--- config.mk ---
export PLATFORM = sky130hd
export DESIGN_NAME = disp_ingredientes_flat
export DESIGN_NICKNAME = d
export VERILOG_FILES = /design/src/rtl/disp_ingredientes_if.sv /design/src/rtl/disp_ingredientes.sv /design/src/flat_wrapper.sv
export SDC_FILE = /design/constraint.sdc
export NUM_CORES = 1
export LEC_CHECK = 0
export ABC_AREA = 1
export CAP_MARGIN = 20
export CORE_AREA = 2 2 76 56
export CTS_BUF_LIST = sky130_fd_sc_hd__clkbuf_4 sky130_fd_sc_hd__clkbuf_8 sky130_fd_sc_hd__clkbuf_16
export DETAILED_ROUTE_END_ITERATION = 6
export DIE_AREA = 0 0 78 58
export PLACE_DENSITY = 0.71
export SETUP_SLACK_MARGIN = 0.3
export SYNTH_ARGS = -nofsm -noshare
export SYNTH_HDL_FRONTEND = slang
export SYNTH_SLANG_ARGS = --single-unit
--- constraint.sdc ---
create_clock -name clk -period 2.08 [get_ports clk]
set_input_delay 0.52 -clock clk [delete_from_list [all_inputs] [get_ports clk]]
set_output_delay 0.52 -clock clk [all_outputs]
set_load 0.05 [all_outputs]
--- src/rtl/disp_ingredientes_if.sv ---
// Handshake and output bundle between the beverage-selection FSM and the
// multi-channel ingredient dispenser.
interface disp_ingredientes_if #(
  parameter int N_CH   = 3,
  parameter int DOSE_W = 3
);
  localparam int CH_W = (N_CH > 1) ? $clog2(N_CH) : 1;

  logic                     start;
  logic [N_CH*DOSE_W-1:0]   dosis;
  logic                     abort;
  logic                     busy;
  logic [N_CH-1:0]          led;
  logic [CH_W-1:0]          canal;
  logic                     done;
  logic                     abortado;

  modport master (
    output start, dosis, abort,
    input  busy, led, canal, done, abortado
  );

  modport slave (
    input  start, dosis, abort,
    output busy, led, canal, done, abortado
  );
endinterface

--- src/rtl/disp_ingredientes.sv ---
// Sequential N-channel ingredient dispenser: walks the channels in order and
// pulses each channel's output once per requested dose, with abort support.
module disp_ingredientes #(
  parameter int N_CH      = 3,
  parameter int DOSE_W    = 3,
  parameter int PULSE_CYC = 4,
  parameter int GAP_CYC   = 2
) (
  input  logic              clk,
  input  logic              rst_n,
  disp_ingredientes_if.slave bus
);
  localparam int CH_W    = (N_CH > 1) ? $clog2(N_CH) : 1;
  localparam int CNT_MAX = (PULSE_CYC > GAP_CYC) ? PULSE_CYC : GAP_CYC;
  localparam int CNT_W   = $clog2(CNT_MAX + 1);
  localparam logic [CH_W-1:0] LAST_CH = CH_W'(N_CH - 1);

  typedef enum logic [2:0] {
    ST_IDLE,
    ST_SEL,
    ST_POUR,
    ST_GAP,
    ST_FIN
  } state_t;

  state_t              state_reg;
  logic [CH_W-1:0]     ch_reg;
  logic [CNT_W-1:0]    cnt_reg;
  logic                busy_reg;
  logic [N_CH-1:0]     led_reg;
  logic                done_reg;
  logic                abortado_reg;
  logic [DOSE_W-1:0]   rem_reg  [N_CH];
  logic [DOSE_W-1:0]   dosis_ch [N_CH];

  for (genvar gi = 0; gi < N_CH; gi++) begin : g_unpack
    assign dosis_ch[gi] = bus.dosis[gi*DOSE_W +: DOSE_W];
  end

  wire abort_live = bus.abort &&
                    (state_reg == ST_SEL || state_reg == ST_POUR || state_reg == ST_GAP);

  always_ff @(posedge clk or negedge rst_n) begin
    if (!rst_n) begin
      state_reg    <= ST_IDLE;
      ch_reg       <= '0;
      cnt_reg      <= '0;
      busy_reg     <= 1'b0;
      led_reg      <= '0;
      done_reg     <= 1'b0;
      abortado_reg <= 1'b0;
      for (int i = 0; i < N_CH; i++) rem_reg[i] <= '0;
    end else begin
      done_reg     <= 1'b0;
      abortado_reg <= 1'b0;
      if (abort_live) begin
        // Abort wins over any pending transition and kills the output now.
        state_reg    <= ST_FIN;
        led_reg      <= '0;
        done_reg     <= 1'b1;
        abortado_reg <= 1'b1;
      end else begin
        case (state_reg)
          ST_IDLE: begin
            if (bus.start) begin
              for (int i = 0; i < N_CH; i++) rem_reg[i] <= dosis_ch[i];
              ch_reg    <= '0;
              busy_reg  <= 1'b1;
              state_reg <= ST_SEL;
            end
          end
          ST_SEL: begin
            if (rem_reg[ch_reg] != '0) begin
              state_reg <= ST_POUR;
              cnt_reg   <= CNT_W'(PULSE_CYC);
              led_reg   <= N_CH'(1) << ch_reg;
            end else if (ch_reg != LAST_CH) begin
              ch_reg <= ch_reg + 1'b1;
            end else begin
              state_reg <= ST_FIN;
              done_reg  <= 1'b1;
            end
          end
          ST_POUR: begin
            if (cnt_reg == CNT_W'(1)) begin
              led_reg          <= '0;
              rem_reg[ch_reg]  <= rem_reg[ch_reg] - 1'b1;
              cnt_reg          <= CNT_W'(GAP_CYC);
              state_reg        <= ST_GAP;
            end else begin
              cnt_reg <= cnt_reg - 1'b1;
            end
          end
          ST_GAP: begin
            if (cnt_reg == CNT_W'(1)) state_reg <= ST_SEL;
            else                      cnt_reg   <= cnt_reg - 1'b1;
          end
          ST_FIN: begin
            state_reg <= ST_IDLE;
            busy_reg  <= 1'b0;
            ch_reg    <= '0;
          end
          default: state_reg <= ST_IDLE;
        endcase
      end
    end
  end

  assign bus.busy     = busy_reg;
  assign bus.led      = led_reg;
  assign bus.canal    = ch_reg;
  assign bus.done     = done_reg;
  assign bus.abortado = abortado_reg;
endmodule

--- src/flat_wrapper.sv ---
// flat-port wrapper written by rule: the top's interface ports become plain ports
module disp_ingredientes_flat 
#(
  parameter int N_CH      = 3,
  parameter int DOSE_W    = 3,
  parameter int PULSE_CYC = 4,
  parameter int GAP_CYC   = 2
)
  (clk, rst_n, bus_start, bus_dosis, bus_abort, bus_busy, bus_led, bus_canal, bus_done, bus_abortado);
  disp_ingredientes_if #(.N_CH(N_CH), .DOSE_W(DOSE_W)) bus_i ();
  input  logic clk;
  input  logic rst_n;
  input wire logic [$bits(bus_i.start)-1:0] bus_start;
  input wire logic [$bits(bus_i.dosis)-1:0] bus_dosis;
  input wire logic [$bits(bus_i.abort)-1:0] bus_abort;
  output wire logic [$bits(bus_i.busy)-1:0] bus_busy;
  output wire logic [$bits(bus_i.led)-1:0] bus_led;
  output wire logic [$bits(bus_i.canal)-1:0] bus_canal;
  output wire logic [$bits(bus_i.done)-1:0] bus_done;
  output wire logic [$bits(bus_i.abortado)-1:0] bus_abortado;
  assign bus_i.start = bus_start;
  assign bus_i.dosis = bus_dosis;
  assign bus_i.abort = bus_abort;
  assign bus_busy = bus_i.busy;
  assign bus_led = bus_i.led;
  assign bus_canal = bus_i.canal;
  assign bus_done = bus_i.done;
  assign bus_abortado = bus_i.abortado;
  disp_ingredientes #(.N_CH(N_CH), .DOSE_W(DOSE_W), .PULSE_CYC(PULSE_CYC), .GAP_CYC(GAP_CYC)) u_core (.clk(clk), .rst_n(rst_n), .bus(bus_i));
endmodule
# Word level (Yosys, flattened, before mapping)

Index checks and enable logic that the tools add are counted.

Output and inout bits: 8
Register bits after elaboration: 23

Shifts and indexed selects: 1
Bitwise gates (word level): 2
Mux-type cells: 35
Reductions and logical operators: 17
$lt $le $gt $ge: 2
Equal/unequal tests: 17
$add $sub $neg: 3

Operator list:

| cell                  | count |
|---|---|
| $mux W3               | 15 |
| $mux W9               | 2 |
| $pmux W9 S2           | 1 |
| $ne A2 B2 Y1 const B  | 7 |
| $ne A3 B2 Y1 const B  | 4 |
| $pmux W3 S4           | 1 |
| $reduce_and A4 Y1     | 3 |
| $reduce_bool A3 Y1    | 4 |
| $bwmux W9             | 1 |
| $pmux W3 S3           | 1 |
| $bmux W3 S2           | 1 |
| $demux W3 S2          | 1 |
| $eq A3 B1 Y1 const B  | 2 |
| $eq A3 B2 Y1 const B  | 2 |
| $mux W1               | 6 |
| $mux W2               | 3 |
| $pmux W2 S3           | 1 |
| $pmux W3 S2           | 1 |
| $reduce_and A3 Y1     | 2 |
| $sub A3 B1 Y3 const B | 2 |
| $reduce_and A5 Y1     | 1 |
| $ne A4 B3 Y1 const B  | 1 |
| $reduce_bool A2 Y1    | 2 |
| $eq A3 B3 Y1 const B  | 1 |
| 10 further kinds      | 12 |

# Longest topological paths before layout

Gate-level depths: netlist of the first run.

Depth after elaboration: 8
Gate-level depth with buffers: 12
Mapped depth without buffers: 12

# Least setup slack after synthesis of the first run

Ideal clock, no wire load.

Path kind: reg-to-reg
Start: reg u_core.ch_reg[0], in the netlist u_core.bus.canal[0]
End: reg u_core.led_reg[0], in the netlist u_core.bus.led[0]
Data required time: 1.962 ns
Library setup time: 0.118 ns
Cell stages (with the launch flop): 11
Slack: 0.063 ns
Path buffers: 0
Period minus slack after synthesis: 2.017 ns
Arrival: 1.899 ns
Cells stage by stage: dfrtp_1 > inv_2 > nor2_1 > nor3_1 > a31oi_1 > ha_1 > nand3_1 > nand2_1 > nand3_1 > nand2_1 > nand2_1

Word-level cells in the longest chain between the ends: 7
Elaborated cells between the ends (all ways): 11

Ends and longest elaborated chain:

| element                                     | RTL line                | text |
|---|---|---|
| start: declaration                          | disp_ingredientes.sv:27 | `logic [CH_W-1:0] ch_reg;` |
| start signal: assignment                    | disp_ingredientes.sv:78 | `ch_reg <= ch_reg + 1'b1;` |
| $not A2 Y3 (implied by the code)            | disp_ingredientes.sv:73 | `if (rem_reg[ch_reg] != '0) begin` |
| $bmux W3 S2                                 | disp_ingredientes.sv:73 |  |
| $mux W3 (implied by the code) (2 in series) | disp_ingredientes.sv:73 |  |
| $reduce_bool A3 Y1                          | disp_ingredientes.sv:73 |  |
| $ne A3 B2 Y1 (no source line)               | n/a                     |  |
| $reduce_and A3 Y1 (no source line)          | n/a                     |  |
| end signal: assignment                      | disp_ingredientes.sv:76 | `led_reg <= N_CH'(1) << ch_reg;` |
| end: declaration                            | disp_ingredientes.sv:30 | `logic [N_CH-1:0] led_reg;` |

Parallel ways exist; a longest one is shown, timed or not. The select of a mux whose other input is x is not followed.
A chain may end at the register's enable or synchronous reset.

# Final worst setup path of the first run

Start: reg u_core.ch_reg[0], in the netlist u_core.bus.canal[0]
End: reg u_core.rem_reg[8] in the netlist's numbering

Word-level cells in the longest chain between the ends: 8
Elaborated cells between the ends (all ways): 13

Ends and longest elaborated chain:

| element                                                                     | RTL line                | text |
|---|---|---|
| $not A2 Y3 (implied by the code) *                                          | disp_ingredientes.sv:87 | `rem_reg[ch_reg] <= rem_reg[ch_reg] - 1'b1;` |
| $bmux W3 S2 (tied with other cells)                                         | disp_ingredientes.sv:87 |  |
| $mux W3 (implied by the code) / $logic_and A1 B1 Y1 (equally long branches) | disp_ingredientes.sv:87 |  |
| $mux W3 (implied by the code)                                               | disp_ingredientes.sv:87 |  |
| $sub A3 B1 Y3 / $demux W3 S2 (equally long branches)                        | disp_ingredientes.sv:87 |  |
| $bwmux W9 *                                                                 | disp_ingredientes.sv:87 |  |
| $mux W9 *                                                                   | disp_ingredientes.sv:85 | `if (cnt_reg == CNT_W'(1)) begin` |
| $pmux W9 S2 *                                                               | disp_ingredientes.sv:63 | `case (state_reg)` |
| end signal: indexed assignment                                              | disp_ingredientes.sv:87 |  |
| end: declaration                                                            | disp_ingredientes.sv:33 | `logic [DOSE_W-1:0] rem_reg [N_CH];` |

Every way passes the cells marked *; elsewhere a longest branch is shown, timed or not. The select of a mux whose other input is x is not followed.

==> impl_summary.txt, run 1 <==
----------------------------------------------------
[Synthesis]
  Syn_area_per_cell ... 7.00 µm²
  Cell Area, Synth ... 0.00149 mm²
  Async set or reset register ratio after synthesis ... 1.00
  Primary flip-flop cell chosen by synthesis mapping ... sky130_fd_sc_hd__dfrtp_1
  Number of synthesized register bits ... 23
  Ys Warns ... 0
  Nets in the synthesized netlist ... 233
  Library cell with the largest summed area after synthesis ... sky130_fd_sc_hd__dfrtp_1
  Synthesized instance count ... 213
  Post-synthesis cell type count ... 22
  Register area share after synthesis ... 0.386
  Top area cells in the synthesized netlist ... sky130_fd_sc_hd__dfrtp_1 (39%), sky130_fd_sc_hd__nand2_1 (20%), sky130_fd_sc_hd__inv_1 (6.8%)
  Proportion of netlist area held by the largest area contributor ... 0.386
  Number of enable-type register cells in the synthesized netlist ... 0

[Cells and area]
  Commonest non-fill, non-tap cell in the layout ... sky130_fd_sc_hd__nand2_1
  Final layout net count ... 262
  Final design area excluding fillers ... 0.00187 mm²
  Fraction of layout cells with a size suffix above 1 ... 0.166
  Diode insertion count for antenna repair ... 0
  Area grow syn2layout ... 25.2%
  Max FFs per register ... 9
  Commonest cells after routing, fill and taps aside ... sky130_fd_sc_hd__nand2_1 (76), sky130_fd_sc_hd__inv_1 (27), sky130_fd_sc_hd__dfrtp_1 (21), sky130_fd_sc_hd__o21ai_0 (14)

[Clocking]
  Number of levels in the clock H-tree ... 1
  Total clock buffers created by CTS ... 3
  Clock sinks ... 23
  Source-to-sink clock delay at the later pin of the worst-skew pair ... 0.27 ns
  Clk root buf ... sky130_fd_sc_hd__clkbuf_8
  Buffers from clock root to sink, at most ... 2
  Reg clk slew, reported paths ... 0.08 ns
  TritonCTS clock tree ... yes

[Placement]
  Routability-driven placement congestion ratio ... 0.855
  Number of buffers added on ports ... 20
  Post-detail-place hpwl ... 2470 µm
  Post-placement worst setup slack ... 0.177 ns
  Cell area after placement ... 0.00175 mm²

[Worst setup path]
  Data required time at the worst endpoint ... 2.25 ns
  Element type at the critical path end ... flip-flop
  Register-to-register setup slack ... 0.34 ns
  Critical-path maximum fanout ... 6
  Launch instance of the worst register-to-register path ... u_core.bus.canal[0]$_DFFE_PN0P_
  Reg2reg path depth ... 11
  Critical Path AT ... 1.91 ns
  Endpoint of the worst-slack reg-to-reg timing path ... u_core.rem_reg[8]$_DFFE_PN0P_
  Critical path startpoint category ... flip-flop
  Crit Path Class ... flip-flop to flip-flop

[Run]
  Max-capacitance violation count ... 0

[STA]
  Least-Margin Pin Slew ... 0.487 ns
  Max Freq ... 574 MHz
  Final period utilization ... 0.837
  Min Tclk post-route ... 1.74 ns
  Final setup vio count ... 0
  Final Max Slew Viols ... 0
  Smallest setup slack after layout ... 0.338 ns
  Setup TNS ... 0 ns
  Hold Fails Final Rpt ... 0
  Worst setup skew after layout ... 0.00941 ns
  Headroom to the max-slew limit ... 0.677
  Setup repair after global routing missed its margin ... true

[Power and ir drop]
  Power Density ... 1690 mW/mm²
  Standby leakage power ... 0.984 nW
  Worst IR Drop VDD ... 0.737 mV

[Floorplan]
  Number of core rows ... 19
  Die ar. ... 0.00452 mm²
  Initial core utilization ... 0.392
  Core region area ... 0.00380 mm²
  Count of pins on the block boundary ... 21
  Die Span Y ... 58 µm
  Chip width ... 78 µm

[Drt]
  Detailed-route via count ... 1,404
  Number of design-rule violations left by the first detailed-router iteration ... 98
  WL/cell ... 11.4 µm
  DR pass1 iterations ... 4
  Total Routed Length ... 3340 µm
  Post-DRT Antenna Nets ... 0
  Vias per std cell ... 4.79
  Residual DRC count ... 0

[Global routing]
  Vias in the first global route ... 1,233
  Initial antenna violation count ... 0
  First-pass GRT wire length ... 5750 µm
  GRT Residual Overflow ... 0
  Largest net degree at the start of global routing ... 24
  Overall fraction of global-route tracks in use ... 0.162

[Min path]
  Critical hold path startpoint ... u_core.rem_reg[6]$_DFFE_PN0P_
  Endpoint, Worst Hold ... u_core.rem_reg[6]$_DFFE_PN0P_
  Class of the most critical hold timing path ... flip-flop to flip-flop
  Hold path cells ... 2

[Run status]
  Status ... finished clean

----------------------------------------------------
==> metal layers <==
| metal | wire length, µm | share of wire | track usage |
|---|---|---|---|
| met5 | 0 | 0 | 0 |
| met4 | 33 | 0.0099 | 0.0451 |
| met3 | 212 | 0.063 | 0.0436 |
| met2 | 1350 | 0.40 | 0.223 |
| met1 | 1740 | 0.52 | 0.250 |
==> critical path, cell delays in order (launching register included) <==
cell and delay, ns:
sky130_fd_sc_hd__dfrtp_2 0.47, sky130_fd_sc_hd__inv_4 0.10, sky130_fd_sc_hd__nor2_1 0.04, sky130_fd_sc_hd__nor3_1 0.17, sky130_fd_sc_hd__a31oi_1 0.10, sky130_fd_sc_hd__ha_1 0.23, sky130_fd_sc_hd__inv_1 0.05, sky130_fd_sc_hd__nand3_1 0.16
sky130_fd_sc_hd__nand3_1 0.15, sky130_fd_sc_hd__nand2_1 0.06, sky130_fd_sc_hd__nand2_1 0.06, sky130_fd_sc_hd__nand2_1 0.05
==> cell type report <==
type,instances,area [µm²]
Multi-Input combinational cell,156,818
Sequential cell,23,578
Clock buffer,4,48.8
Timing Repair Buffer,26,233
Fill cell,394,1940
Tap cell,52,65.1
Inverter,32,123
==> cells in the mapped netlist, drive strengths merged, types with 2 or more instances <==
cell type / instances
nand2: 82
inv: 32
dfrtp: 23
nor2: 22
o21ai: 17
nand3: 15
ha: 7
nor3: 5
nand4: 4
buf: 2
==> per-stage QoR <==
step	total power (W)	hold WS [ns]	std cells	util
floorplan	0.00222	0.224	213	-
global placement	0.00271	0.461	285	0.461
detailed placement	0.00271	0.470	285	0.461
CTS	0.00302	0.491	291	0.477
global route	0.00345	0.511	293	0.490
finish	0.00314	0.487	293	0.490
==> how the worst max path moves through the flow <==
stage	cells past startpoint	to	start	slack [ns]
final	11	u_core.rem_reg[8]$_DFFE_PN0P_	u_core.bus.canal[0]$_DFFE_PN0P_	0.34
after detailed placement	7	u_core.rem_reg[8]$_DFFE_PN0P_	bus_abort	0.18
after global placement	7	u_core.rem_reg[8]$_DFFE_PN0P_	bus_abort	0.23
after global routing	9	u_core.cnt_reg[0]$_DFFE_PN0P_	u_core.bus.canal[0]$_DFFE_PN0P_	0.26
after floorplan	10	u_core.bus.canal[1]$_DFFE_PN0P_	u_core.bus.canal[0]$_DFFE_PN0P_	0.31
after CTS	11	u_core.rem_reg[8]$_DFFE_PN0P_	u_core.bus.canal[0]$_DFFE_PN0P_	0.32
==> report_power, final <==
part,internal (W),switching [W],leakage [nW]
Sequential,0.000658,0.000184,0.292
Combinational,0.000675,0.00134,0.666
Clock,0.000150,0.000142,0.0262
==> timing repair <==
| item | in CTS | in global routing |
|---|---|---|
| hold endpoints to repair | 0 | 0 |
| resized for setup | 8 | 10 |
| setup endpoints to repair | 9 | 18 |
| pin swaps | 2 | 3 |
| setup buffers | 2 | 2 |
| hold buffers | 0 | 0 |
==> cells by family after synthesis <==
logic type                 Yosys count  share of synthesized area
buffers and inverters               34                     0.0932
xor gates and xnor gates             1                    0.00588
adders and majority gates            7                     0.0588
DFF                                 23                      0.386
and+or+nand+nor                    128                      0.386
AOI/OAI and AO/OA                   20                     0.0697
Power figures use the tool's default switching activity.
==> inputs of run 2 (changes only) <==
PLACE_DENSITY = 0.73   (was 0.71)
clock period = 1.4 ns   (was 2.08 ns; I/O delays follow)
==> run 2 against run 1 <==
Effect of this change:
- the flow now finishes with violations (negative setup slack)
- worst setup slack worse by 0.78 ns
- power is 110% higher
- sequential power is 59% higher
- core utilization is 15 points higher
- first-iteration DRC count stayed put
- die area stayed put
- design area is 32% higher
- non-clock buffer count is 34 higher
- global-route usage is 3.5 points higher
- wire length is 34% higher
- clock skew is 0.0072 ns lower
- critical endpoint unchanged
==> impl_summary.txt, run 2 (synthesis results as in run 1) <==
----------------------------------------------------
[Floorplan]
  Initial core utilization ... 0.392
  Die ar. ... 0.00452 mm²
  Chip width ... 78 µm
  Number of core rows ... 19
  Core region area ... 0.00380 mm²
  Count of pins on the block boundary ... 21
  Die Span Y ... 58 µm

[Run status]
  Violations in the final reports ... negative setup slack
  Status ... finished, violations left

[Drt]
  Residual DRC count ... 0
  Detailed-route via count ... 1,600
  WL/cell ... 13.6 µm
  Vias per std cell ... 4.89
  DR pass1 iterations ... 4
  Post-DRT Antenna Nets ... 0
  Number of design-rule violations left by the first detailed-router iteration ... 98
  Total Routed Length ... 4460 µm

[Worst setup path]
  Data required time at the worst endpoint ... 1.56 ns
  Crit Path Class ... flip-flop to flip-flop
  Element type at the critical path end ... flip-flop
  Register-to-register setup slack ... -0.44 ns
  Critical-path maximum fanout ... 7
  Critical path startpoint category ... flip-flop
  Critical Path AT ... 2.00 ns

[Cells and area]
  Area grow syn2layout ... 64.7%
  Final layout net count ... 296
  Final design area excluding fillers ... 0.00245 mm²
  Commonest non-fill, non-tap cell in the layout ... sky130_fd_sc_hd__nand2_1
  Diode insertion count for antenna repair ... 0
  Commonest cells after routing, fill and taps aside ... sky130_fd_sc_hd__nand2_1 (67), sky130_fd_sc_hd__buf_4 (34), sky130_fd_sc_hd__dfrtp_1 (19), sky130_fd_sc_hd__inv_1 (17)
  Fraction of layout cells with a size suffix above 1 ... 0.447
  Max FFs per register ... 9

[STA]
  Least-Margin Pin Slew ... 0.343 ns
  Max Freq ... 543 MHz
  Final Max Slew Viols ... 0
  Headroom to the max-slew limit ... 0.769
  Setup repair after global routing missed its margin ... true
  Final setup vio count ... 22
  Min Tclk post-route ... 1.84 ns
  Worst hold slack ... 0.432 ns
  Worst setup skew after layout ... 0.00218 ns
  Final period utilization ... 1.32
  Hold Fails Final Rpt ... 0
  Smallest setup slack after layout ... -0.441 ns

[Min path]
  Class of the most critical hold timing path ... input port to asynchronous set/reset pin

[Run]
  Max-capacitance violation count ... 0

[Clocking]
  Clk root buf ... sky130_fd_sc_hd__clkbuf_8
  Reg clk slew, reported paths ... 0.08 ns
  Total clock buffers created by CTS ... 3
  TritonCTS clock tree ... yes
  Source-to-sink clock delay at the later pin of the worst-skew pair ... 0.26 ns
  Number of levels in the clock H-tree ... 1
  Buffers from clock root to sink, at most ... 2
  Clock sinks ... 23

[Placement]
  Number of buffers added on ports ... 20
  Routability-driven placement congestion ratio ... 0.878
  Post-placement worst setup slack ... -0.336 ns
  Post-detail-place hpwl ... 2900 µm
  Cell area after placement ... 0.00210 mm²

[Global routing]
  First-pass GRT wire length ... 7030 µm
  GRT Residual Overflow ... 0
  Overall fraction of global-route tracks in use ... 0.197
  Initial antenna violation count ... 0
  Vias in the first global route ... 1,524
  Largest net degree at the start of global routing ... 24

[Power and ir drop]
  Power Density ... 2700 mW/mm²
  Standby leakage power ... 1.20 nW
  Overall power ... 0.00662 W
  Worst IR Drop VDD ... 1.32 mV

----------------------------------------------------
## run 2: cell count changes in the layout (fill, tap and decap cells not counted), sizes merged
cell	previous run	this run
dlygate4sd2	6	0
buf	8	48
## run 2: report_power, final
group          total [W]  internal (W)  leakage [nW]  switching (W)
Combinational    0.00483       0.00213         0.887        0.00270
Sequential       0.00134      0.000988         0.289       0.000356
Clock           0.000443      0.000223        0.0262       0.000220
## run 2: worst max-delay path: stages, from the launching register on
cell and delay (ns):
sky130_fd_sc_hd__dfrtp_4 0.54, sky130_fd_sc_hd__inv_4 0.09, sky130_fd_sc_hd__nor2_2 0.04, sky130_fd_sc_hd__nor3_2 0.19, sky130_fd_sc_hd__a31oi_2 0.09, sky130_fd_sc_hd__buf_4 0.17
sky130_fd_sc_hd__ha_4 0.16, sky130_fd_sc_hd__inv_2 0.06, sky130_fd_sc_hd__nand3_4 0.09, sky130_fd_sc_hd__nand3_2 0.09, sky130_fd_sc_hd__nand2_1 0.08, sky130_fd_sc_hd__nand2_1 0.07
sky130_fd_sc_hd__nand2_1 0.06
## run 2: cell type report
cell class / instances / area (µm²)
clock buffer: 4 / 48.8
fill: 316 / 1350
inverter: 32 / 128
multi-input combinational: 156 / 1020
sequential: 23 / 583
tap: 52 / 65.1
timing repair buffer: 60 / 612
## run 2: layer usage
metal,up-vias,share of wire,global-route usage
met4,0,0.011,0.0301
li1,790,-,-
met5,-,0,0
met2,38,0.48,0.323
met3,6,0.039,0.0389
met1,766,0.47,0.281
## run 2: worst paths after layout
path                                            startpoint                               to  cells after the start
min in group clk             u_core.rem_reg[3]$_DFFE_PN0P_    u_core.rem_reg[3]$_DFFE_PN0P_                      2
hold / removal                                       rst_n  u_core.state_reg[2]$_DFFE_PN0P_                      2
setup / recovery           u_core.bus.canal[0]$_DFFE_PN0P_    u_core.rem_reg[8]$_DFFE_PN0P_                     12
max in group asynchronous                            rst_n  u_core.bus.canal[0]$_DFFE_PN0P_                      2
setup reg to reg           u_core.bus.canal[0]$_DFFE_PN0P_    u_core.rem_reg[8]$_DFFE_PN0P_                     12
hold reg to reg              u_core.rem_reg[3]$_DFFE_PN0P_    u_core.rem_reg[3]$_DFFE_PN0P_                      2
## run 2: per-stage QoR
step           cells  utilization  TNS (ns)
2_1_floorplan    213            -     -3.80
3_3_place_gp     312        0.551     -4.03
3_5_place_dp     312        0.551     -5.15
4_1_cts          321        0.592     -4.07
5_1_grt          327        0.645     -7.30
6_report         327        0.645     -5.64
## run 2: repair_timing
action	in CTS	in global routing
buffers inserted	5	6
hold buffers	0	0
endpoints found under the setup margin	31	31
pin swaps	10	21
gates resized for setup	26	44
